==> src/rtl/alu_sequencer.sv <==
// alu_sequencer: sequences one request per three cycles through an external ALU and returns a registered response
module alu_sequencer #(
  parameter int SIZE = 64
) (
  input  logic            clk,
  input  logic            rst_n,
  input  logic            req_valid,
  output logic            req_ready,
  input  logic [3:0]      req_op,
  input  logic [SIZE-1:0] req_a,
  input  logic [SIZE-1:0] req_b,
  output logic [3:0]      alu_funct,
  output logic [SIZE-1:0] alu_a,
  output logic [SIZE-1:0] alu_b,
  input  logic [SIZE-1:0] alu_result,
  input  logic            alu_overflow,
  input  logic            alu_equal,
  input  logic            alu_less,
  input  logic            alu_greater,
  output logic            rsp_valid,
  input  logic            rsp_ready,
  output logic [SIZE-1:0] rsp_data,
  output logic            rsp_taken,
  output logic            rsp_overflow,
  output logic            rsp_illegal
);
  localparam logic [1:0] IDLE = 2'd0;
  localparam logic [1:0] EXEC = 2'd1;
  localparam logic [1:0] RESP = 2'd2;
  localparam int SH = $clog2(SIZE);
  logic [1:0] state;
  logic [3:0] op_q;
  logic [3:0] funct;
  logic [SIZE-1:0] a_q;
  logic [SIZE-1:0] b_q;
  logic exec;
  logic illegal;
  logic shift;
  logic zero_b;
  logic taken;
  always_comb begin
    funct = 4'b1111;
    case (op_q)
      4'd0: funct = 4'b0000;
      4'd1: funct = 4'b0001;
      4'd2: funct = 4'b0010;
      4'd3: funct = 4'b0011;
      4'd4: funct = 4'b0101;
      4'd5: funct = 4'b0111;
      4'd6: funct = 4'b1000;
      4'd7: funct = 4'b1001;
      4'd8: funct = 4'b1010;
      4'd9: funct = 4'b0110;
      4'd10, 4'd11, 4'd12, 4'd13: funct = 4'b0001;
      default: funct = 4'b1111;
    endcase
  end
  assign exec = state == EXEC;
  assign illegal = op_q[3:1] == 3'b111;
  assign shift = op_q inside {4'd2, 4'd3, 4'd4};
  assign zero_b = op_q == 4'd7 || op_q == 4'd9;
  assign taken = op_q == 4'd10 ? alu_equal :
                 op_q == 4'd11 ? !alu_equal :
                 op_q == 4'd12 ? alu_less :
                 op_q == 4'd13 ? alu_greater : 1'b0;
  assign alu_funct = exec ? funct : 4'b1111;
  assign alu_a = exec && !illegal ? a_q : '0;
  assign alu_b = !exec || illegal || zero_b ? '0 :
                 shift ? {{(SIZE-SH){1'b0}}, b_q[SH-1:0]} : b_q;
  assign req_ready = rst_n && state == IDLE;
  assign rsp_valid = state == RESP;
  always_ff @(posedge clk) begin
    if (!rst_n) begin
      state <= IDLE;
      op_q <= '0;
      a_q <= '0;
      b_q <= '0;
      rsp_data <= '0;
      rsp_taken <= 1'b0;
      rsp_overflow <= 1'b0;
      rsp_illegal <= 1'b0;
    end else if (req_valid && req_ready) begin
      state <= EXEC;
      op_q <= req_op;
      a_q <= req_a;
      b_q <= req_b;
    end else if (exec) begin
      state <= RESP;
      rsp_data <= illegal ? '0 : alu_result;
      rsp_taken <= taken;
      rsp_overflow <= op_q <= 4'd1 && alu_overflow;
      rsp_illegal <= illegal;
    end else if (rsp_valid && rsp_ready) begin
      state <= IDLE;
    end
  end
endmodule
==> config.mk <==
export PLATFORM = sky130hd
export DESIGN_NAME = alu_sequencer
export DESIGN_NICKNAME = d
export VERILOG_FILES = /design/src/rtl/alu_sequencer.sv
export SDC_FILE = /design/constraint.sdc
export NUM_CORES = 1
export LEC_CHECK = 0
export CORE_AREA = 2 2 159 161
export CTS_CLUSTER_DIAMETER = 40
export CTS_CLUSTER_SIZE = 28
export DETAILED_ROUTE_END_ITERATION = 10
export DIE_AREA = 0 0 161 163
export PLACE_DENSITY = 0.69
export SETUP_SLACK_MARGIN = 0.5
export SYNTH_ARGS = -nofsm -noshare
export SYNTH_HDL_FRONTEND = slang
export SYNTH_SLANG_ARGS = --single-unit
export TNS_END_PERCENT = 100
==> constraint.sdc <==
create_clock -name clk -period 2.1 [get_ports clk]
set_input_delay 0.315 -clock clk [delete_from_list [all_inputs] [get_ports clk]]
set_output_delay 0.315 -clock clk [all_outputs]
set_load 0.005 [all_outputs]
Word-level counts from Yosys, hierarchy flattened
Memory sizes are Yosys's and may differ from the RTL's. A register that Yosys moved wholly into a read port is not among the register bits.
Index checks and enable logic that the tools add are counted.
{ "word_totals": {"reg_bits": 201, "romBits": 64, "out_inout_bits": 201, "n_memories": 1} }
{ "op_classes": {"order_cmp": 1, "eq_ne": 12, "muxes": 14, "bitwise_logic": 2, "n_reduce_logical": 17} }
{ "mem_list": {"columns": ["name", "depth", "word_bits", "rd", "rd_clocked_by_memory_dff", "wr", "line_no", "source"], "rows": [
  ["(name not given)", 16, 4, 1, 1, 0, "43", "case (op_q)"]
]} }
{ "op_table": {"columns": ["operator", "count"], "rows": [
  ["2-to-1 mux 64 bit", 4],
  ["== test 4 bit (second input constant)", 5],
  ["2-to-1 mux 4 bit", 3],
  ["== test 4 x 2 -> 1 bit (second input constant)", 2],
  ["== test 4 x 3 -> 1 bit (second input constant)", 2],
  ["nonzero test 3 bit", 2],
  ["logical AND 1 bit", 5],
  ["2-to-1 mux 1 bit", 5],
  ["less-or-equal comparator 4 x 1 -> 1 bit (second input constant)", 1],
  ["2-to-1 mux 2 bit", 2],
  ["== test 3 bit (second input constant)", 1],
  ["logical NOT 1 bit", 3],
  ["logical OR 1 bit", 3],
  ["== test 2 x 1 -> 1 bit (second input constant)", 1],
  ["== test 2 bit (second input constant)", 1],
  ["logical NOT 2 bit", 1],
  ["inverter 1 bit", 2],
  ["AND reduction 2 bit", 1],
  ["nonzero test 2 bit", 1],
  ["OR reduction 2 bit", 1]
]} }

Longest topological paths before layout
{ "depth": {"ltp_word": 5, "ltp_mapped": 8, "mapped_depth_nobuf": 5} }

Worst setup path after synthesis
No wires, ideal clock.
{ "synth_timing": {"path_kind": "register to output", "startpoint": "register op_q[2]", "endpoint": "output alu_b[43]", "arrival_time_ps": 1490, "required_ps": 1785, "path_slack_ps": 295, "stages_incl_launch_ff": 8, "cell_sequence": "dfxtp_1 > buf_2 > or3b_1 > a21oi_2 > a211oi_2 > buf_2 > clkbuf_2 > and2_1"} }
{ "synth_between": {"elab_chain_len": 4, "elab_cells_between_ends": 12, "cone_classes": "eq/ne (6); mux (2); reduce/logical (4)"} }
{ "synth_rtl": {"columns": ["item", "line_no", "source"], "rows": [
  ["start: declaration", "32", "logic [3:0] op_q;"],
  ["start signal: assignment", "84", "op_q <= req_op;"],
  ["== test 4 x 2 -> 1 bit (tied with other cells)", "60", "assign shift = op_q inside {4'd2, 4'd3, 4'd4};"],
  ["nonzero test 3 bit (tied with other cells)", "60", null],
  ["2-to-1 mux 64 bit / logical OR 1 bit (equally long branches)", "69, 68", null],
  ["2-to-1 mux 64 bit *", "68", "assign alu_b = !exec || illegal || zero_b ? '0 :"],
  ["end: declaration", "14", "output logic [SIZE-1:0] alu_b,"]
]} }
Mark *: on every way between the ends. The rest lies on a longest branch, timed or not.

Final worst setup path
{ "layout_timing": {"startpoint": "register op_q[1]", "endpoint": "output alu_b[33]"} }
The elaborated chain is that of the path after synthesis.

==> impl_metrics.prom <==
# TYPE chip_impl_metric gauge
chip_impl_info{name="regToRegStartpoint",value="state[0]$_SDFFE_PN0P_"} 1
chip_impl_metric{name="routability_congestion_estimate",unit=""} 0.7940
chip_impl_metric{name="crit_path_max_fanout",unit=""} 8
chip_impl_metric{name="pwr-share-seq",unit="%"} 36.9
chip_impl_metric{name="tritoncts_num_sinks",unit=""} 205
chip_impl_metric{name="n_antenna_cell",unit=""} 0
chip_impl_metric{name="dp.final_hpwl",unit="mm"} 18.67
chip_impl_metric{name="syn-cell-area",unit="µm²"} 8094
chip_impl_metric{name="fin_ws",unit="ns"} -0.3900
chip_impl_metric{name="antenna_found_initial",unit=""} 0
chip_impl_metric{name="placement.setup.worst_slack",unit="ns"} -0.1978
chip_impl_metric{name="hold_viol_final",unit=""} 0
chip_impl_metric{name="place.detailed.instances",unit=""} 1682
chip_impl_metric{name="power_report.internal_total",unit="µW"} 8510
chip_impl_metric{name="final-setup-viol-count",unit=""} 128
chip_impl_metric{name="firstDrtPassIters",unit=""} 5
chip_impl_metric{name="grt_start_max_net_pins",unit=""} 127
chip_impl_metric{name="initial_standard_cell_utilization_of_the_core",unit="%"} 32.80
chip_impl_metric{name="critPathMaxStageDelay",unit="ns"} 0.41
chip_impl_metric{name="finalNonFillerCells",unit=""} 1823
chip_impl_metric{name="layout.cell_area.non_filler",unit="µm²"} 15340
chip_impl_metric{name="via_count",unit=""} 8802
chip_impl_metric{name="finalNetCount",unit=""} 1672
chip_impl_metric{name="relSlewSlack",unit="%"} 57.81
chip_impl_metric{name="final_skew",unit="ns"} 0.01949
chip_impl_metric{name="synth.yosys.seq_area_share",unit="%"} 50.70
chip_impl_metric{name="global_route.overflow_total",unit=""} 0
chip_impl_info{name="worst_setup_path_end_kind",value="output port"} 1
chip_impl_metric{name="cts.path.max_buffers",unit=""} 3
chip_impl_metric{name="syn_to_final_growth",unit="%"} 89.54
chip_impl_metric{name="postSynth.asyncResetShare",unit="%"} 0
chip_impl_metric{name="fmax",unit="MHz"} 401.6
chip_impl_info{name="most-common-layout-cells",value="sky130_fd_sc_hd__nand2_1, sky130_fd_sc_hd__clkdlybuf4s50_1, sky130_fd_sc_hd__dfxtp_1"} 1
chip_impl_metric{name="io_pins",unit=""} 405
chip_impl_metric{name="power.ir.vdd_worst",unit="µV"} 701.0
chip_impl_metric{name="syn_area_per_cell",unit="µm²"} 8.078
chip_impl_info{name="critPathLaunchType",value="register"} 1
chip_impl_metric{name="share_of_layout_cells_above_drive_strength_1",unit="%"} 31.88
chip_impl_info{name="status",value="finished with violations"} 1
chip_impl_info{name="cpMaxStageDelayCell",value="sky130_fd_sc_hd__or3b_4"} 1
chip_impl_metric{name="cts_hold_buf",unit=""} 0
chip_impl_metric{name="finalCriticalPeriod",unit="ns"} 2.490
chip_impl_metric{name="p_leak",unit="µW"} 0.006668
chip_impl_info{name="rsz0062_at_grt",value="true"} 1
chip_impl_metric{name="combinationalPowerShare",unit="%"} 18.0
chip_impl_metric{name="totalWireLength",unit="mm"} 32.39
chip_impl_metric{name="tritoncts.num_buffers",unit=""} 31
chip_impl_metric{name="yosys.cell_types.count",unit=""} 38
chip_impl_metric{name="cts_htree_levels",unit=""} 1
chip_impl_metric{name="max_cap_viols",unit=""} 0
chip_impl_info{name="synth-main-ff-cell",value="sky130_fd_sc_hd__dfxtp_1"} 1
chip_impl_metric{name="clock_insertion_delay_worst_skew",unit="ns"} 0.55
chip_impl_metric{name="detailed_place.area",unit="µm²"} 12600
chip_impl_metric{name="power_density",unit="nW/µm²"} 754.6
chip_impl_metric{name="dr_drc_count",unit=""} 0
chip_impl_info{name="hold_path.class",value="primary input to register"} 1
chip_impl_info{name="hold_path_origin",value="req_b[40]"} 1
chip_impl_metric{name="grt_first_pass_wirelength",unit="mm"} 43.98
chip_impl_metric{name="worstMarginPinSlew",unit="ns"} 0.6329
chip_impl_metric{name="core",unit="µm²"} 24670
chip_impl_info{name="critPathKind",value="register to output port"} 1
chip_impl_metric{name="avgRoutedWirePerCell",unit="µm"} 17.77
chip_impl_info{name="layout_commonest_cell",value="sky130_fd_sc_hd__nand2_1"} 1
chip_impl_metric{name="die_height",unit="µm"} 163
chip_impl_metric{name="initialDrtViolationCount",unit=""} 496
chip_impl_metric{name="track_usage",unit="%"} 20.64
chip_impl_metric{name="fp-row-count",unit=""} 58
chip_impl_metric{name="slew_viol_final",unit=""} 0
chip_impl_metric{name="grt_pass1_vias",unit=""} 8089
chip_impl_metric{name="synth_seq_cells",unit=""} 205
chip_impl_metric{name="synth-edff-count",unit=""} 0
chip_impl_metric{name="power.net_switching",unit="µW"} 3067
chip_impl_metric{name="cp.required",unit="ns"} 1.78
chip_impl_metric{name="period_share",unit="%"} 118.6
chip_impl_info{name="critical_path.cell_chain",value="or3b_4 > a21oi_4 > a211oi_4 > buf_12 > clkbuf_16 > and2_4 > buf_6"} 1
chip_impl_info{name="failed_checks",value="setup timing"} 1
chip_impl_info{name="clk_root_buffer_cell",value="sky130_fd_sc_hd__clkbuf_16"} 1
chip_impl_metric{name="final_util",unit="%"} 62.18
chip_impl_metric{name="power.total",unit="µW"} 11580
chip_impl_metric{name="syn-num-nets",unit=""} 1206
chip_impl_metric{name="clk_transition_reported_paths",unit="ns"} 0.06
chip_impl_metric{name="yosys_synthesis_warning_count",unit=""} 0
chip_impl_metric{name="die_area",unit="µm²"} 26240
chip_impl_info{name="cts_tree",value="built"} 1
chip_impl_metric{name="detail-route-antenna-nets",unit=""} 0
chip_impl_metric{name="place.port_buffers",unit=""} 404
chip_impl_metric{name="synth_cells",unit=""} 1002
chip_impl_metric{name="switching_share_of_power",unit="%"} 26.49
chip_impl_metric{name="power.share.clock",unit="%"} 45.1
chip_impl_info{name="critical_path.startpoint",value="op_q[1]$_SDFFE_PN0N_"} 1
chip_impl_metric{name="timing.critical_path.arrival",unit="ns"} 2.18
chip_impl_metric{name="width_of_the_die",unit="µm"} 161
chip_impl_metric{name="post_drt_via_cell_ratio",unit=""} 4.828
through the flow:
stage | hold WS [ns] | TNS, ns
after floorplan | 0.4317 | 0
after global placement | 0.4372 | -0.8876
after detailed placement | 0.4418 | -4.794
after CTS | 0.2862 | -43.23
after global routing | 0.3010 | -39.79
final | 0.3038 | -33.09
final timing paths:
kind	slack (ns)	endpoint	cells past startpoint
worst min register to register	0.45	a_q[1]$_SDFFE_PN0N_	2
worst max register to register	0.26	funct[0]$_DFF_P_	6
worst min-delay path	0.30	b_q[40]$_SDFFE_PN0N_	3
worst max-delay path	-0.39	alu_b[33]	7
Yosys cell counts, types with 2 or more instances:
library cell	count	area share [%]
sky130_fd_sc_hd__a31o_1	2	0.22
sky130_fd_sc_hd__or3b_1	2	0.22
sky130_fd_sc_hd__nor2b_1	4	0.31
sky130_fd_sc_hd__nor2_1	71	3.3
sky130_fd_sc_hd__nand2_1	260	12
sky130_fd_sc_hd__and2_1	129	10
sky130_fd_sc_hd__inv_1	6	0.28
sky130_fd_sc_hd__xnor2_1	2	0.22
sky130_fd_sc_hd__a311oi_1	2	0.22
sky130_fd_sc_hd__o21ai_0	3	0.19
sky130_fd_sc_hd__a21oi_1	133	8.2
sky130_fd_sc_hd__clkbuf_2	2	0.12
sky130_fd_sc_hd__buf_2	36	2.2
sky130_fd_sc_hd__or3_1	2	0.15
sky130_fd_sc_hd__mux2i_1	4	0.49
sky130_fd_sc_hd__dfxtp_1	205	51
sky130_fd_sc_hd__clkbuf_1	43	2.0
sky130_fd_sc_hd__nand2b_1	9	0.70
sky130_fd_sc_hd__nor3_1	3	0.19
sky130_fd_sc_hd__a22oi_1	65	6.0
sky130_fd_sc_hd__buf_6	2	0.28
final cells by class:
type / count / area, µm²
timing repair buffer: 517 / 5564
clock inverter: 26 / 274.0
inverter: 6 / 27.53
tap: 330 / 412.9
multi-input combinational: 707 / 4156
sequential: 205 / 4116
fill: 2028 / 9333
clock buffer: 32 / 789.5
cell families (layout without fill, tap and decap cells):
logic type             after synthesis  after routing  synth area share [%]
AND/OR/NAND/NOR                    484            484                 27.31
AO/OA/AOI/OAI                      215            215                 15.94
flip-flops                         205            205                 50.70
buffers and inverters               90            581                 4.946
multiplexers                         5              5                0.7729
XOR/XNOR                             3              3                0.3247
worst max-delay path, delay by kind of cell (launching register included):
kind,cells,cell delay [ns]
buffers and inverters,3,0.45
and+or+nand+nor,2,0.56
DFF,1,0.35
AOI/OAI and AO/OA,2,0.25
power groups by stage:
stage          clock network [µW]  registers, µW  logic (µW)
2_1_floorplan                   0           4310         688
6_report                     5220           4270        2090
5_1_grt                      5480           4300        2250
4_1_cts                      5300           4260        1680
3_3_place_gp                    0           4330        1520
3_5_place_dp                    0           4340        1540
flip-flops by register name, indices dropped and copies added, names as in the netlist:
name	cells
b_q	64
rsp_data	64
rsp_illegal	1
rsp_taken	1
funct	4
rsp_overflow	1
a_q	64
op_q	4
state	2
what timing repair did:
item                       CTS  global route
buffers inserted            22            38
gates cloned                 6            17
setup endpoints to repair  334           401
pin swaps                   16           108
gates resized for setup    356           426
layer usage:
metal  routed length [µm]  global-route usage [%]  up-vias
li1                     -                       -     4230
met3                 2819                   6.264       74
met2                16120                   35.64      389
met5                    0                       0        -
met4                 1063                   7.224        0
met1                12390                   24.34     4109
Power figures use the tool's default switching activity.
